### config.mk
export PLATFORM = sky130hd
export DESIGN_NAME = proc_out_capture_flat
export DESIGN_NICKNAME = d
export VERILOG_FILES = /design/src/rtl/proc_out_capture_pkg.sv /design/src/rtl/proc_out_capture_if.sv /design/src/rtl/proc_out_capture_sync_fifo_fwft.sv /design/src/rtl/proc_out_capture.sv /design/src/flat_wrapper.sv
export SDC_FILE = /design/constraint.sdc
export NUM_CORES = 1
export LEC_CHECK = 0
export BUFFER_PORTS_ARGS = -buffer_cell sky130_fd_sc_hd__buf_2
export CAP_MARGIN = 20
export CORE_ASPECT_RATIO = 1.1
export CORE_UTILIZATION = 60
export CTS_CLUSTER_DIAMETER = 60
export DETAILED_ROUTE_END_ITERATION = 8
export GPL_ROUTABILITY_DRIVEN = 1
export PLACE_DENSITY = 0.83
export SYNTH_ARGS = -nofsm -noshare
export SYNTH_HDL_FRONTEND = slang
export SYNTH_SLANG_ARGS = --single-unit
### constraint.sdc
create_clock -name clk -period 9.5 [get_ports clk]
set_input_delay 0.95 -clock clk [delete_from_list [all_inputs] [get_ports clk]]
set_output_delay 0.95 -clock clk [all_outputs]
set_load 0.02 [all_outputs]
### src/rtl/proc_out_capture_pkg.sv
// proc_cap_pkg: shared widths, captured-entry layout and occupancy helper
package proc_cap_pkg;

    localparam int CAP_DATA_W = 16;
    localparam int CAP_TS_W   = 16;

    typedef struct packed {
        logic [CAP_DATA_W-1:0] data;
        logic [CAP_TS_W-1:0]   ts;
    } cap_entry_t;

    // Occupancy counter must represent 0..depth inclusive
    function automatic int occ_w(input int depth);
        return $clog2(depth) + 1;
    endfunction

endpackage

### src/rtl/proc_out_capture_if.sv
// proc_out_capture_if: valid/ready stream carrying timestamped results
interface proc_out_capture_if #(
    parameter int DATA_W = 16,
    parameter int TS_W   = 16
);
    logic [DATA_W-1:0] m_data;
    logic [TS_W-1:0]   m_ts;
    logic              m_valid;
    logic              m_ready;

    modport master (output m_data, m_ts, m_valid, input m_ready);
    modport slave  (input m_data, m_ts, m_valid, output m_ready);
endinterface

### src/rtl/proc_out_capture_sync_fifo_fwft.sv
// sync_fifo_fwft: first-word-fall-through FIFO with drop reporting when full
module sync_fifo_fwft #(
    parameter int W     = 32,
    parameter int DEPTH = 16
) (
    input  logic                     clk,
    input  logic                     rst,
    input  logic                     clr,
    input  logic                     push,
    input  logic [W-1:0]             wdata,
    input  logic                     pop,
    output logic [W-1:0]             rdata,
    output logic                     valid,
    output logic [$clog2(DEPTH):0]   level,
    output logic                     drop
);
    localparam int AW = $clog2(DEPTH);
    localparam int LW = AW + 1;

    logic [W-1:0]  mem [DEPTH];
    logic [AW-1:0] wr_ptr;
    logic [AW-1:0] rd_ptr;
    logic          full;
    logic          do_push;
    logic          do_pop;

    // A pop frees a slot in the same cycle, so a push into a full FIFO still lands when paired with a pop
    always_comb begin
        full    = level == LW'(DEPTH);
        valid   = level != '0;
        do_pop  = pop && valid && !clr;
        do_push = push && !clr && (!full || do_pop);
        drop    = push && !clr && full && !do_pop;
        rdata   = mem[rd_ptr];
    end

    // Pointer and occupancy bookkeeping; flush discards contents by resetting pointers
    always_ff @(posedge clk or posedge rst) begin
        if (rst) begin
            wr_ptr <= '0;
            rd_ptr <= '0;
            level  <= '0;
        end else if (clr) begin
            wr_ptr <= '0;
            rd_ptr <= '0;
            level  <= '0;
        end else begin
            wr_ptr <= wr_ptr + AW'(do_push);
            rd_ptr <= rd_ptr + AW'(do_pop);
            level  <= level + LW'(do_push) - LW'(do_pop);
        end
    end

    // Storage needs no reset; only entries behind the pointers are ever read
    always_ff @(posedge clk) begin
        if (do_push) mem[wr_ptr] <= wdata;
    end

endmodule

### src/rtl/proc_out_capture.sv
// proc_out_capture: detects changes on the core result bus, timestamps and buffers them
module proc_out_capture
    import proc_cap_pkg::*;
#(
    parameter int DATA_W = CAP_DATA_W,
    parameter int TS_W   = CAP_TS_W,
    parameter int DEPTH  = 16,
    parameter int CNT_W  = 8
) (
    input  logic                        clk,
    input  logic                        rst,
    input  logic [DATA_W-1:0]           proc_in,
    input  logic                        cap_en,
    input  logic                        clr,
    proc_out_capture_if.master          m,
    output logic [occ_w(DEPTH)-1:0]     level,
    output logic                        overflow,
    output logic [CNT_W-1:0]            drop_cnt
);
    localparam int EW = DATA_W + TS_W;

    logic [TS_W-1:0]   ts;
    logic              primed;
    logic [DATA_W-1:0] last_val;
    logic              cap_req;
    logic              drop;
    logic [EW-1:0]     head;

    // The core has no strobe: any new value, or the first sample once unprimed, is a result
    always_comb begin
        cap_req = cap_en && !clr && (!primed || proc_in != last_val);
    end

    assign m.m_data = head[EW-1:TS_W];
    assign m.m_ts   = head[TS_W-1:0];

    sync_fifo_fwft #(
        .W     (EW),
        .DEPTH (DEPTH)
    ) u_fifo (
        .clk   (clk),
        .rst   (rst),
        .clr   (clr),
        .push  (cap_req),
        .wdata ({proc_in, ts}),
        .pop   (m.m_ready),
        .rdata (head),
        .valid (m.m_valid),
        .level (level),
        .drop  (drop)
    );

    // Free-running timestamp, wraps naturally
    always_ff @(posedge clk or posedge rst) begin
        if (rst) ts <= '0;
        else if (clr) ts <= '0;
        else ts <= ts + 1'b1;
    end

    // Change reference updates even on a drop so a held value is not re-captured
    always_ff @(posedge clk or posedge rst) begin
        if (rst) begin
            primed   <= 1'b0;
            last_val <= '0;
        end else if (clr) begin
            primed   <= 1'b0;
            last_val <= '0;
        end else if (cap_req) begin
            primed   <= 1'b1;
            last_val <= proc_in;
        end
    end

    // Sticky overflow flag and saturating drop counter
    always_ff @(posedge clk or posedge rst) begin
        if (rst) begin
            overflow <= 1'b0;
            drop_cnt <= '0;
        end else if (clr) begin
            overflow <= 1'b0;
            drop_cnt <= '0;
        end else if (drop) begin
            overflow <= 1'b1;
            drop_cnt <= (drop_cnt == '1) ? drop_cnt : drop_cnt + 1'b1;
        end
    end

endmodule
### src/flat_wrapper.sv
// flat-port wrapper written by rule: the top's interface ports become plain ports
module proc_out_capture_flat import proc_cap_pkg::*;
#(
    parameter int DATA_W = CAP_DATA_W,
    parameter int TS_W   = CAP_TS_W,
    parameter int DEPTH  = 16,
    parameter int CNT_W  = 8
)
  (clk, rst, proc_in, cap_en, clr, level, overflow, drop_cnt, m_m_data, m_m_ts, m_m_valid, m_m_ready);
  proc_out_capture_if #(.DATA_W(DATA_W), .TS_W(TS_W)) m_i ();
  input  logic clk;
  input  logic rst;
  input  logic [DATA_W-1:0] proc_in;
  input  logic cap_en;
  input  logic clr;
  output logic [occ_w(DEPTH)-1:0] level;
  output logic overflow;
  output logic [CNT_W-1:0] drop_cnt;
  output wire logic [$bits(m_i.m_data)-1:0] m_m_data;
  output wire logic [$bits(m_i.m_ts)-1:0] m_m_ts;
  output wire logic [$bits(m_i.m_valid)-1:0] m_m_valid;
  input wire logic [$bits(m_i.m_ready)-1:0] m_m_ready;
  assign m_m_data = m_i.m_data;
  assign m_m_ts = m_i.m_ts;
  assign m_m_valid = m_i.m_valid;
  assign m_i.m_ready = m_m_ready;
  proc_out_capture #(.DATA_W(DATA_W), .TS_W(TS_W), .DEPTH(DEPTH), .CNT_W(CNT_W)) u_core (.clk(clk), .rst(rst), .proc_in(proc_in), .cap_en(cap_en), .clr(clr), .m(m_i), .level(level), .overflow(overflow), .drop_cnt(drop_cnt));
endmodule
**After elaboration in Yosys (flattened, before gate mapping)**

Memory sizes are Yosys's and may differ from the RTL's.
Cells that the tools add are included.

- Add/sub/neg operators: 6
- Equality and inequality tests: 4
- Multiplexer cells: 15
- Reductions and logical operators: 18

Operator list:

| operator | number |
|---|---|
| 16-bit two-way mux | 3 |
| 8-bit two-way mux | 3 |
| 16-bit by 1-bit adder with 16-bit output (second input constant) | 1 |
| 16-bit inequality test | 1 |
| 4-bit by 1-bit adder with 4-bit output | 2 |
| 8-bit by 1-bit adder with 8-bit output (second input constant) | 1 |
| 8-bit equality test (second input constant) | 1 |
| 1-bit logical AND | 8 |
| 4-bit two-way mux | 2 |
| 1-bit two-way mux | 6 |
| 5-bit by 1-bit adder with 5-bit output | 1 |
| 5-bit equality test (second input constant) | 1 |
| 5-bit two-way mux | 1 |
| 5-bit nonzero test | 1 |
| 5-bit by 1-bit subtractor with 5-bit output | 1 |
| 1-bit zero test | 4 |
| 2-bit nonzero test | 2 |
| 1-bit logical OR | 2 |
| 2-bit inequality test (second input constant) | 1 |
| 2-bit AND reduction | 1 |

- Register bits after elaboration: 55
- RAM bits: 512
- Output and inout bits: 47
- Logic and storage cells: 52
- Memories: 1

Memory list:

| memory | words | width | rd ports | clocked after Yosys merged registers in | write ports | line | text |
|---|---|---|---|---|---|---|---|
| u_core.u_fifo.mem | 16 | 32 | 1 | 0 | 1 | proc_out_capture_sync_fifo_fwft.sv:20 | `logic [W-1:0] mem [DEPTH];` |

**Logic depth before layout (Yosys ltp)**

- Depth after elaboration: 8
- Mapped depth: 13
- Mapped depth without buffers: 13

**By module**

Synthesis repeated with hierarchy kept, for this count alone.

- Cell total of the unflattened synthesis: 1,115
- Area, all modules: 22,233.8 µm²

Modules (own cells, without submodules):

| module | instances | cells each | area each (µm²) | sequential area each (µm²) |
|---|---|---|---|---|
| sync_fifo_fwft | 1 | 876 | 19,912.8 | 15,700.1 |
| proc_out_capture | 1 | 239 | 2,321.0 | 1,051.0 |

**Worst setup path after synthesis**

No wires, ideal clock.

- Kind: input to register
- From: in proc_in[3]
- To: mem u_core.u_fifo.mem[0][0] (enable)
- Arrival time: 4,890 ps
- Data required time: 8,999 ps
- Slack: 4,108 ps
- Cell stages on the path: 7
- Path buffers: 1
- Cells stage by stage: xor2_1 -> nor4_2 -> nand4_2 -> o21ai_4 -> or2_1 -> buf_6 -> nor4_1

- Cells in the longest elaborated chain, start to end: 7

Ends and longest elaborated chain:

| element | line | text |
|---|---|---|
| start, declared | flat_wrapper.sv:13 | `input logic [DATA_W-1:0] proc_in;` |
| 16-bit inequality test | proc_out_capture.sv:31 | `cap_req = cap_en && !clr && (!primed \|\| proc_in != last_val);` |
| 1-bit logical OR | proc_out_capture.sv:31 |  |
| 1-bit logical AND | proc_out_capture.sv:31 |  |
| 1-bit logical AND (2 in series) | proc_out_capture_sync_fifo_fwft.sv:32 | `do_push = push && !clr && (!full \|\| do_pop);` |
| 1-bit two-way mux | proc_out_capture_sync_fifo_fwft.sv:56 | `if (do_push) mem[wr_ptr] <= wdata;` |
| 1-bit two-way mux (implied by the code) | proc_out_capture_sync_fifo_fwft.sv:56 |  |
| end, declared | proc_out_capture_sync_fifo_fwft.sv:20 |  |

No other way between the ends.

**Final worst setup path**

- From: reg u_core.u_fifo.rd_ptr[1]
- To: out m_m_data[9]

- Cells in the longest elaborated chain, start to end: 1

Ends and longest elaborated chain:

| element | line | text |
|---|---|---|
| start, declared | proc_out_capture_sync_fifo_fwft.sv:22 | `logic [AW-1:0] rd_ptr;` |
| start signal, assigned | proc_out_capture_sync_fifo_fwft.sv:49 | `rd_ptr <= rd_ptr + AW'(do_pop);` |
| memory 16 x 32 bit | - |  |
| end, declared | flat_wrapper.sv:19 | `output wire logic [$bits(m_i.m_data)-1:0] m_m_data;` |

No other way between the ends.

==> summary.md <==
| Metric | Value |
|---|---|
| Status | complete, no violations |
| Post-synth top cells | 512 x edfxtp_1, 160 x mux4_2, 55 x dfrtp_1, 44 x nor2_1, 29 x xor2_1 |
| Sequential share of power | 0.503 |
| Layout cell share with drive strength beyond 1 | 0.317 |
| Cell depth of the worst flop-to-flop path | 13 |
| Setup crit end | m_m_data[9] |
| Slew Viols, Final | 0 |
| TritonCTS Sinks | about 570 |
| Drt total wl | slightly below 50000 um |
| Clk_lat worst skew | 0.58 ns |
| Cts hold-fix bufs | 0 |
| Combinational cell fraction of total power | 0.112 |
| Gpl congestion | 0.741 |
| DPL Wire Length | around 25000 um |
| P_int | approximately 4.3 mW |
| Post-synth ARST share | 0.0970 |
| Cell Rows | 73 |
| Critical Path RT | ~8.6 ns |
| Final worst slack | between 4 and 5 ns |
| Die Y-Extent | roughly 200 um |
| Skew final | between 0.02 and 0.025 ns |
| Mapped Area | between 20000 and 25000 um2 |
| EDFF count, synth | between 500 and 600 |
| R2R Path End | u_core.u_fifo.level[4] |
| Setup TNS | 0 ns |
| Die Area | around 38000 um2 |
| Adder-cell share of the synthesized area | 0.00768 |
| Most numerous cell in the Yosys netlist | edfxtp_1 |
| Crit. End Element | output pin |
| Synth Area in Simple Gates | 0.0294 |
| Main synth FF type | edfxtp_1 |
| Worst rel slew slack | 0.219 |
| Crit path arrival time | between 3 and 4 ns |
| Vias in the first global route | 11100 |
| Max Cap Viol | 0 |
| Synth Register Bits | between 500 and 600 |
| Final min period | 4.77 ns |
| Post-Place Setup Slack | 5.04 ns |
| First-pass GRT wire length | roughly 73000 um |
| DIE WIDTH | between 150 and 200 um |
| Critical path type | flop to output pin |
| TritonCTS buffer count | 51 |
| Sw Ratio | 0.226 |
| Non-filler cells, final | approximately 1600 |
| Min Hold Slack | ~0.5 ns |
| CTS tree | yes |
| Post-CTS setup buffer count | 0 |
| Crit path launch | u_core.u_fifo.rd_ptr[1] |
| Antenna Nets Post-Route | 0 |
| Power per standard cell area | approximately 220 nW/um2 |
| Mux share of post-synthesis cell area | 0.171 |
| Clock power share | 0.385 |
| Mapped Cells | approximately 1000 |
| Starting density of the core | 0.611 |
| Yosys top cell by area | edfxtp_1 |
| Crit share post-route | 0.502 |
| Critical Path Fanout Max | 67 |
| Max VDD drop | 0.178 mV |
| Core area | between 30000 and 40000 um2 |
| Top-level port count | slightly below 70 |
| Power Total | around 5.5 mW |
| Startpoint Class | flop |
| Largest family of logic cells by synthesized area | multiplexers |
| Area delta synth->final | 12.3% |
| Iteration-0 DRC Markers | around 1200 |
| Worst r2r src | u_core.last_val[9] |
| Psw | between 1 and 1.5 mW |
| HP Class | flop to flop |
| Initial antenna violation count | 1 |
| Final hold vios | 0 |
| Drt pass-1 iters | 5 |
| Net Count, Synth | about 1000 |
| Vias per cell | ~6.6 |
| Synthesis Warnings | 0 |
| Avg Synthesized Cell Area | 22.1 um2 |
| Root Buffer | clkbuf_16 |
| CTS H-tree depth | 2 |
| Placed insts | roughly 1500 |
| Number of port buffers | 67 |
| Synth Area in Compound Gates | 0.00650 |
| Measured slew at the worst slew-check pin | between 1 and 1.5 ns |
| Grt ovf | 0 |
| F_max | between 0.2 and 0.25 GHz |
| Avg WL per Cell | about 30 um |
| Post_cts resized | 0 |
| Clock transition at path regs | 0.06 ns |
| P_leak | about 8.2 nW |
| Largest net degree at the start of global routing | 68 |
| Setup violations, final | 0 |
| Unrepaired setup endpoints after global routing | no |
| Yosys cell types | 43 |
| DR vias | approximately 11000 |
| Synth top area cells | edfxtp_1 69%, mux4_2 16%, dfrtp_1 6.2% |
| Bufs on Longest Clock Path | 3 |
| Top-area cell type share of the netlist area | 0.694 |
| Sequential fraction of the synthesis area | 0.756 |
| Post-route DRC | 0 |
| Fillers | roughly 2100 |
| Nets | between 1000 and 1500 |
| Xor-xnor portion of the synthesized cell area | 0.0146 |
| Setup slack, reg-to-reg | 5.86 ns |
| GRT Total Usage | 0.273 |
## routing by layer
metal | track usage | up-vias | wire [um]
li1 | - | 4336 | -
met3 | 0.0495 | 102 | 3880
met2 | 0.442 | 653 | 25100
met4 | 0.0953 | 2 | 1330
met5 | 0 | - | 13
met1 | 0.379 | 5740 | 18700
## power by group through the flow
stage / registers (mW) / logic, mW / clock network [mW]
4_1_cts: 2.81 / 0.599 / 2.16
5_1_grt: 2.79 / 0.666 / 2.24
2_1_floorplan: 2.83 / 0.470 / 0
6_report: 2.78 / 0.621 / 2.13
3_5_place_dp: 2.86 / 0.586 / 0
3_3_place_gp: 2.86 / 0.577 / 0
## logic make-up (layout without fill, tap and decap cells)
| logic type | after synthesis | count (layout) |
|---|---|---|
| xor+xnor | 37 | 37 |
| flops | 567 | 567 |
| mux | 178 | 178 |
| compound gates | 21 | 21 |
| fa+ha+maj | 13 | 13 |
| other cells | 0 | 1 |
| buf+inv | 60 | 203 |
| simple gates | 126 | 126 |
## worst max-delay path, cell delays in order (launching register included)
cell and delay [ns]:
dfrtp_4 1.07, buf_4 0.85, mux4_2 0.44, mux4_2 0.54
buf_2 0.19
## through the flow
| stage | cell area [um2] | utilization |
|---|---|---|
| 6_report | 24900 | 0.686 |
| 5_1_grt | 24900 | 0.686 |
| 4_1_cts | 24800 | 0.685 |
| 3_5_place_dp | 23100 | 0.638 |
| 3_3_place_gp | 23100 | 0.638 |
| 2_1_floorplan | 22200 | - |
## final cells by class
cell class / count / area (um2) / area share
clock inverters: 29 / 352 / 0.0141
repair buffers: 96 / 573 / 0.0230
diodes: 1 / 2.50 / 0.000101
multi-input cells: 375 / 5160 / 0.208
well taps: 487 / 609 / 0.0245
inverters: 11 / 41.3 / 0.00166
clock buffers: 67 / 1380 / 0.0553
flip-flops and latches: 567 / 16800 / 0.674
## state kept, by name (all words and copies together), names as in the netlist
name and count:
u_core.drop_cnt 8, u_core.last_val 16, u_core.overflow 1, u_core.primed 1
u_core.ts 16, u_core.u_fifo.level 5, u_core.u_fifo.mem 512, u_core.u_fifo.rd_ptr 4
u_core.u_fifo.wr_ptr 4
## worst min path at each step
stage                    start              end  slack, ns  cells past startpoint
2_1_floorplan    u_core.primed    u_core.primed       0.46                      2
3_3_place_gp     u_core.primed    u_core.primed       0.48                      2
3_5_place_dp     u_core.primed    u_core.primed       0.49                      2
4_1_cts          u_core.primed    u_core.primed       0.51                      2
5_1_grt        u_core.overflow  u_core.overflow       0.55                      2
6_report         u_core.primed    u_core.primed       0.51                      2
## layout by cell type (no fill, tap or decap), drive strengths merged
cell     count
a21o         1
a21oi        9
and2         3
and3         2
and4         2
buf         96
bufinv       8
clkbuf      67
clkinv      17
dfrtp       55
diode        1
edfxtp     512
fa           1
ha          12
inv         15
mux2         1
mux2i       17
mux4       160
nand2       12
nand2b       5
nand3       12
nand4        5
nor2        44
nor2b        9
nor3        15
nor3b        1
nor4         7
o2111ai      1
o21a         2
o21ai        6
o21bai       1
o31ai        1
or2          2
or3          6
or4          1
xnor2        8
xor2        29
Power figures use the tool's default switching activity.
